`config.mk`:
```
export PLATFORM = sky130hd
export DESIGN_NAME = mux_sel_arb_reg_flat
export DESIGN_NICKNAME = d
export VERILOG_FILES = /design/src/rtl/mux_sel_arb_reg_if.sv /design/src/rtl/mux_sel_arb_reg.sv /design/src/flat_wrapper.sv
export SDC_FILE = /design/constraint.sdc
export NUM_CORES = 1
export LEC_CHECK = 0
export ABC_AREA = 1
export BUFFER_PORTS_ARGS = -buffer_cell sky130_fd_sc_hd__buf_4
export CAP_MARGIN = 20
export CORE_MARGIN = 3
export CORE_UTILIZATION = 40
export CTS_BUF_LIST = sky130_fd_sc_hd__clkbuf_16
export DETAILED_ROUTE_END_ITERATION = 12
export PLACE_DENSITY = 0.76
export SLEW_MARGIN = 20
export SYNTH_ARGS = -nofsm -noshare
export SYNTH_HDL_FRONTEND = slang
export SYNTH_SLANG_ARGS = --single-unit
```
`constraint.sdc`:
```
create_clock -name clk -period 2.5 [get_ports clk]
set_input_delay 0.5 -clock clk [delete_from_list [all_inputs] [get_ports clk]]
set_output_delay 0.5 -clock clk [all_outputs]
set_load 0.05 [all_outputs]
```
`src/rtl/mux_sel_arb_reg_if.sv`:
```
// Handshake bundle for mux_sel_arb_reg: N input channels in, one registered output.
interface mux_sel_arb_reg_if #(
  parameter int WIDTH = 8,
  parameter int NCH   = 4,
  parameter int SELW  = $clog2(NCH)
);
  logic [NCH*WIDTH-1:0] in_data;
  logic [NCH-1:0]       in_valid;
  logic [NCH-1:0]       in_ready;
  logic                 mode;
  logic [SELW-1:0]      opcode;
  logic [WIDTH-1:0]     out_data;
  logic [SELW-1:0]      out_chan;
  logic                 out_valid;
  logic                 out_ready;

  // Selector side
  modport slave (
    input  in_data, in_valid, mode, opcode, out_ready,
    output in_ready, out_data, out_chan, out_valid
  );

  // Producer/consumer side
  modport master (
    output in_data, in_valid, mode, opcode, out_ready,
    input  in_ready, out_data, out_chan, out_valid
  );
endinterface

```
`src/rtl/mux_sel_arb_reg.sv`:
```
// Registered N-channel selector: opcode-directed or round-robin grant into a
// single-entry valid/ready output register (1 transfer per cycle).
module mux_sel_arb_reg #(
  parameter int WIDTH = 8,
  parameter int NCH   = 4,
  parameter int SELW  = $clog2(NCH)
) (
  input  logic               clk,
  input  logic               rst,
  mux_sel_arb_reg_if.slave   bus
);

  logic [WIDTH-1:0] r_out_data;
  logic [SELW-1:0]  r_out_chan;
  logic             r_out_valid;
  logic [SELW-1:0]  r_rr_ptr;

  logic [NCH-1:0]   w_rot;
  logic [SELW:0]    w_sum;
  logic [SELW-1:0]  w_grant;
  logic             w_gv;
  logic             w_load;
  logic [WIDTH-1:0] w_gdata;
  logic [NCH-1:0]   w_in_ready;

  // in_valid rotated so bit 0 is the channel at rr_ptr
  assign w_rot = NCH'({bus.in_valid, bus.in_valid} >> r_rr_ptr);

  // Grant selection: opcode in mode 0, first-valid-from-rr_ptr in mode 1
  always_comb begin
    w_grant = '0;
    w_gv    = 1'b0;
    w_sum   = '0;
    if (bus.mode) begin
      // descending scan so the lowest rotated offset wins
      for (int k = NCH-1; k >= 0; k--)
        if (w_rot[k]) w_sum = {1'b0, r_rr_ptr} + (SELW+1)'(k);
      if (w_sum >= (SELW+1)'(NCH)) w_sum = w_sum - (SELW+1)'(NCH);
      w_grant = w_sum[SELW-1:0];
      w_gv    = |bus.in_valid;
    end else begin
      w_grant = bus.opcode;
      // out-of-range opcodes never match, so they yield no grant
      for (int i = 0; i < NCH; i++)
        if (bus.opcode == SELW'(i)) w_gv = bus.in_valid[i];
    end
  end

  assign w_load = (!r_out_valid || bus.out_ready) && w_gv && !rst;

  // Per-channel ready and granted data mux
  always_comb begin
    w_in_ready = '0;
    w_gdata    = '0;
    for (int i = 0; i < NCH; i++) begin
      if (w_grant == SELW'(i)) begin
        w_in_ready[i] = w_load;
        w_gdata       = bus.in_data[i*WIDTH +: WIDTH];
      end
    end
  end

  // Output register, valid flag and round-robin pointer
  always_ff @(posedge clk) begin
    if (rst) begin
      r_out_data  <= '0;
      r_out_chan  <= '0;
      r_out_valid <= 1'b0;
      r_rr_ptr    <= '0;
    end else if (w_load) begin
      r_out_data  <= w_gdata;
      r_out_chan  <= w_grant;
      r_out_valid <= 1'b1;
      if (bus.mode)
        r_rr_ptr <= (w_grant == SELW'(NCH-1)) ? '0 : w_grant + SELW'(1);
    end else if (bus.out_ready) begin
      r_out_valid <= 1'b0;
    end
  end

  assign bus.in_ready  = w_in_ready;
  assign bus.out_data  = r_out_data;
  assign bus.out_chan  = r_out_chan;
  assign bus.out_valid = r_out_valid;

endmodule
```
`src/flat_wrapper.sv`:
```
// flat-port wrapper written by rule: the top's interface ports become plain ports
module mux_sel_arb_reg_flat 
#(
  parameter int WIDTH = 8,
  parameter int NCH   = 4,
  parameter int SELW  = $clog2(NCH)
)
  (clk, rst, bus_in_data, bus_in_valid, bus_mode, bus_opcode, bus_out_ready, bus_in_ready, bus_out_data, bus_out_chan, bus_out_valid);
  mux_sel_arb_reg_if #(.WIDTH(WIDTH), .NCH(NCH), .SELW(SELW)) bus_i ();
  input  logic clk;
  input  logic rst;
  input wire logic [$bits(bus_i.in_data)-1:0] bus_in_data;
  input wire logic [$bits(bus_i.in_valid)-1:0] bus_in_valid;
  input wire logic [$bits(bus_i.mode)-1:0] bus_mode;
  input wire logic [$bits(bus_i.opcode)-1:0] bus_opcode;
  input wire logic [$bits(bus_i.out_ready)-1:0] bus_out_ready;
  output wire logic [$bits(bus_i.in_ready)-1:0] bus_in_ready;
  output wire logic [$bits(bus_i.out_data)-1:0] bus_out_data;
  output wire logic [$bits(bus_i.out_chan)-1:0] bus_out_chan;
  output wire logic [$bits(bus_i.out_valid)-1:0] bus_out_valid;
  assign bus_i.in_data = bus_in_data;
  assign bus_i.in_valid = bus_in_valid;
  assign bus_i.mode = bus_mode;
  assign bus_i.opcode = bus_opcode;
  assign bus_i.out_ready = bus_out_ready;
  assign bus_in_ready = bus_i.in_ready;
  assign bus_out_data = bus_i.out_data;
  assign bus_out_chan = bus_i.out_chan;
  assign bus_out_valid = bus_i.out_valid;
  mux_sel_arb_reg #(.WIDTH(WIDTH), .NCH(NCH), .SELW(SELW)) u_core (.clk(clk), .rst(rst), .bus(bus_i));
endmodule
```
== Word level (Yosys, flattened, before mapping) ==
Cells that the tools add are included.
Operators by class
  magnitude comparators: 1
  multiplexer cells: 23
  shift-type cells: 1
  add/sub/neg operators: 5
  reduce and logical (&&, ||, !) cells: 10
  eq/ne operators: 6
Operators with widths (number)
  8-bit two-way mux: 4
  3-bit two-way mux: 5
  1-bit two-way mux: 11
  2-bit == test, second input constant: 4
  8-bit by 2-bit >> shifter with 4-bit output: 1
  2-bit by 2-bit adder with 3-bit output, second input constant: 2
  2-bit two-way mux: 3
  2-bit by 1-bit == test with 1-bit output, second input constant: 2
  2-bit zero test: 2
  4-bit OR reduction: 1
  2-bit by 1-bit adder with 3-bit output, second input constant: 1
  3-bit >= comparator, second input constant: 1
  2-bit by 1-bit adder with 2-bit output, second input constant: 1
  1-bit logical AND: 2
  1-bit zero test: 2
  2-bit AND reduction: 1
  2-bit nonzero test: 1
  2-bit by 1-bit subtractor with 2-bit output, second input constant: 1
  1-bit logical OR: 1
Word-level totals
  output and inout port bits: 15
  register bits: 13
  bits of input ports: 42

== Logic depth before layout (Yosys ltp) ==
  depth after elaboration: 14
  mapped depth: 19
  gate-level depth less buffers: 18

== Worst setup path before layout ==
OpenSTA, ideal clock, no wires.
  kind: in2out
  start point: in bus_in_valid[3]
  end point: out bus_in_ready[3]
  stages: 15
  data arrival time: 2527 ps
  buffers on the path: 1
  data required time: 2000 ps
  path slack: -527 ps
  cells stage by stage: inv_1 -> nand2_2 -> nand3_1 -> nand2_1 -> inv_1 -> nand2_2 -> nand2_1 -> nand2_1 -> nand3_2 -> nand2_2 -> inv_1 -> ha_1 -> clkbuf_1 -> clkinv_1 -> nor2_1
On the way
  longest elaborated chain between the ends: 11
  elaborated cells between the ends (all ways): 17
  those cells by class: 1 x add/sub; 1 x order compare; 1 x eq/ne; 1 x shift; 10 x mux; 3 x reduce/logical
Ends and longest elaborated chain
  start, declared: RTL line flat_wrapper.sv:13  | input wire logic [$bits(bus_i.in_valid)-1:0] bus_in_valid;
  8-bit by 2-bit >> shifter with 4-bit output (*): RTL line mux_sel_arb_reg.sv:27  | assign w_rot = NCH'({bus.in_valid, bus.in_valid} >> r_rr_ptr);
  3-bit two-way mux (3 in series): RTL line mux_sel_arb_reg.sv:37  | if (w_rot[k]) w_sum = {1'b0, r_rr_ptr} + (SELW+1)'(k);
  3-bit two-way mux (*): RTL line mux_sel_arb_reg.sv:37
  3-bit two-way mux (*): RTL line mux_sel_arb_reg.sv:34  | if (bus.mode) begin
  3-bit >= comparator or 2-bit by 1-bit subtractor with 2-bit output (tied branches): RTL line mux_sel_arb_reg.sv:38  | if (w_sum >= (SELW+1)'(NCH)) w_sum = w_sum - (SELW+1)'(NCH);
  2-bit two-way mux (*): RTL line mux_sel_arb_reg.sv:38
  2-bit two-way mux (*): RTL line mux_sel_arb_reg.sv:34
  named net u_core.w_grant[0]: RTL line mux_sel_arb_reg.sv:20  | logic [SELW-1:0] w_grant;
  2-bit == test (*): RTL line mux_sel_arb_reg.sv:56  | if (w_grant == SELW'(i)) begin
  1-bit two-way mux (*): RTL line mux_sel_arb_reg.sv:56
  end, declared: RTL line flat_wrapper.sv:17  | output wire logic [$bits(bus_i.in_ready)-1:0] bus_in_ready;
Mark *: on every way through the listed nets, which the timed path passes. The rest lies on a longest branch. The select of a mux whose other input is x is not followed.

== Worst setup path in the final report ==
  start point: reg u_core.r_rr_ptr[0]
  end point: out bus_in_ready[3]
On the way
  longest elaborated chain between the ends: 11
  elaborated cells between the ends (all ways): 15
  those cells by class: 4 x add/sub; 1 x order compare; 1 x eq/ne; 1 x shift; 8 x mux
Ends and longest elaborated chain
  start, declared: RTL line mux_sel_arb_reg.sv:16  | logic [SELW-1:0] r_rr_ptr;
  start signal, assigned: RTL line mux_sel_arb_reg.sv:75  | r_rr_ptr <= (w_grant == SELW'(NCH-1)) ? '0 : w_grant + SELW'(1);
  2-bit by 2-bit adder with 3-bit output or 8-bit by 2-bit >> shifter with 4-bit output (tied branches): RTL line mux_sel_arb_reg.sv:37, mux_sel_arb_reg.sv:27
  3-bit two-way mux (3 in series): RTL line mux_sel_arb_reg.sv:37
  3-bit two-way mux (*): RTL line mux_sel_arb_reg.sv:37
  3-bit two-way mux (*): RTL line mux_sel_arb_reg.sv:34
  3-bit >= comparator or 2-bit by 1-bit subtractor with 2-bit output (tied branches): RTL line mux_sel_arb_reg.sv:38
  2-bit two-way mux (*): RTL line mux_sel_arb_reg.sv:38
  2-bit two-way mux (*): RTL line mux_sel_arb_reg.sv:34
  named net u_core.w_grant[0]: RTL line mux_sel_arb_reg.sv:20
  2-bit == test (*): RTL line mux_sel_arb_reg.sv:56
  1-bit two-way mux (*): RTL line mux_sel_arb_reg.sv:56
Marked as above.

==> results.py <==
metrics = {
    "status": {
        "status": "completed",
    },
    "finish": {
        "num_antenna_cells": 0,
        "finalNetCount": 297,
        "drive_above_1_share": 0.480,
        "area_growth_syn_to_layout_pct": 60.8,
    },
    "synth": {
        "ys_ff_latch": 13,
        "synthTopCellsByArea": "dfxtp_1 23%, nor2_1 11%, nand2_1 11%",
        "synth_ff_type": "dfxtp_1",
        "synth_cell_type_count": 25,
        "synth_compound_area_frac": 0.205,
        "yosys.area.top_type": "dfxtp_1",
        "syn_inst": 184,
        "synth_nets": 230,
        "ys_seq_area_frac": 0.225,
        "muxShareOfSynthArea": 0,
        "async_flop_share": 0,
        "synth_edf_count": 0,
        "synth_simple_gate_area_frac": 0.395,
        "yosys.area.top_type_share": 0.225,
        "synth_top_family_by_area": "simple AND/OR/NAND/NOR gates",
        "syn_area_um2": 1150,
        "synth-xor-area-share": 0,
        "synth.most_common_cell": "nor2_1",
        "ys_warn_count": 0,
        "synth_common_cells": "35 x nor2_1, 33 x nand2_1, 21 x a21oi_1",
        "avgSynthCellArea_um2": 6.28,
        "synth_fa_ha_area_frac": 0.0433,
    },
    "grt": {
        "grtUsageTotal": 0.183,
        "grt_remaining_overflow": 0,
        "first_global_vias": 1218,
        "grt_pass1_wl_mm": 5.21,
        "grt_max_degree": 15,
        "antenna_found_initial": 0,
    },
    "drt": {
        "via_count": 1411,
        "detail_route.wl_per_cell_um": 12.8,
        "drc": 0,
        "via_per_inst": 5.04,
        "dr.pass1.iters": 4,
        "ant_nets": 0,
        "drt_iter0_drc": 52,
        "postRouteWirelength_mm": 3.58,
    },
    "floorplan": {
        "num_rows": 18,
        "die_w_um": 59.7,
        "dieHeight_um": 59.7,
        "core_area_um2": 2610,
        "initial_core_util": 0.442,
        "dieArea_um2": 3570,
        "ios": 57,
    },
    "critical_path": {
        "critPathLaunchType": "flop",
        "crit_required_ps": 2000,
        "critPathArrivalTime_ps": 1920,
        "worstSetupPathType": "reg2out",
        "end_kind": "output pin",
        "cp_max_fo": 7,
    },
    "sta": {
        "hold_viol": 0,
        "max_freq_mhz": 414,
        "fin_tns_setup_ps": 0,
        "slew_headroom": 0.730,
        "maxSlewViolCount": 0,
        "rsz0062_at_grt": "true",
        "tightestPinTransition_ps": 404,
        "finalClockSkew_ps": 4.51,
        "finalSetupViolations": 0,
        "layout_min_cycle_time_ps": 2420,
        "period_share": 0.967,
    },
    "pwr": {
        "power.leakage_nw": 0.931,
        "power-per-cell-area_nw_per_um2": 598,
        "ir_worst_vdd_mv": 0.476,
        "power_mw": 1.11,
    },
    "job": {
        "max_cap_viol_count": 0,
    },
    "cts": {
        "cts.clk_slew.worst_paths_ps": 50,
        "root_buffer": "clkbuf_16",
        "htree_levels": 1,
        "cts_buffers": 3,
        "clock_path_buffers": 2,
        "clock_latency_ps": 240,
        "cts_sinks": 13,
        "cts_tree": "built",
    },
    "hold_path": {
        "min_path_type": "in2reg",
    },
    "placement": {
        "hpwlAfterDp_mm": 2.59,
        "io_buffers": 56,
        "gp_congestion": 0.913,
    },
}
-- final timing paths --
check / start / slack (ps) / endpoint / depth (start not counted)
worst max-delay path: u_core.r_rr_ptr[0] / 80 / bus_in_ready[3] / 14
worst min-delay path: rst / 440 / u_core.bus.out_valid / 2
worst max register to register: u_core.r_rr_ptr[0] / 160 / u_core.bus.out_data[5] / 18
worst min register to register: u_core.bus.out_chan[0] / 480 / u_core.bus.out_chan[0] / 2
-- what timing repair did --
action	CTS	global route
gates resized for setup	2	29
buffers inserted	0	1
hold buffers	0	0
setup endpoints to repair	4	12
pin swaps	0	1
-- flip-flops by register name, indices dropped and copies added, names as in the netlist --
register,cells
u_core.bus.out_chan,2
u_core.bus.out_data,8
u_core.bus.out_valid,1
u_core.r_rr_ptr,2
-- area by class of cell --
type                    instances  area (um^2)
fillers                       208          756
clock inverters                 1         3.75
repair buffers                 70          548
flip-flops and latches         13          268
inverters                      22         93.8
clock buffers                   3         75.1
well taps                      30         37.5
multi-input cells             141          831
-- power by group --
| group | switching [mW] | leakage [nW] | internal (mW) |
|---|---|---|---|
| Sequential | 0.0218 | 0.109 | 0.239 |
| Clock | 0.0874 | 0.0423 | 0.211 |
| Combinational | 0.336 | 0.780 | 0.214 |
| Total | 0.446 | 0.931 | 0.664 |
-- through the flow --
stage / instances / setup slack (ps) / cell area (um^2) / util / hold WS [ps]
2_1_floorplan: 184 / -75.7 / 1180 / - / 572
3_3_place_gp: 275 / 28.2 / 1680 / 0.641 / 467
3_5_place_dp: 275 / -33.7 / 1680 / 0.641 / 475
4_1_cts: 279 / 0.483 / 1760 / 0.672 / 439
5_1_grt: 280 / -53.3 / 1860 / 0.711 / 437
6_report: 280 / 82.9 / 1860 / 0.711 / 438
-- layer usage --
layer / share of wire / wire [um] / global-route usage / vias up
li1: - / - / - / 725
met1: 0.45 / 1610 / 0.287 / 617
met2: 0.46 / 1640 / 0.270 / 59
met3: 0.065 / 234 / 0.0130 / 10
met4: 0.029 / 103 / 0.0380 / 0
met5: 0 / 0 / 0 / -
-- logic make-up after synthesis --
group	count (synthesis)
buf+inv	30
compound gates	35
fa+ha+maj	4
simple gates	102
flops	13
-- layout by cell type, fill, tap and decap left out, types with 3 or more instances in the layout --
cell type	count
buf_4	66
nor2_1	31
nand2_1	30
a21oi_1	21
nand3_1	18
inv_1	13
nand2_2	12
dfxtp_1	11
inv_2	6
o31ai_2	6
nor2_4	4
nand3_2	3
ha_4	3
clkbuf_16	3
-- critical path, stage by stage, from the launching register on --
cell      delay (ps)
dfxtp_4          410
inv_6             60
nand2_2           60
nand3_1           80
nand2_2           90
inv_1             50
nand2_2           60
nand3_1           80
nand3_2          100
nand2_2           90
inv_2            120
ha_4             150
clkinv_2          70
nor2_4            90
buf_8            150
(Power assumes the default switching activity.)
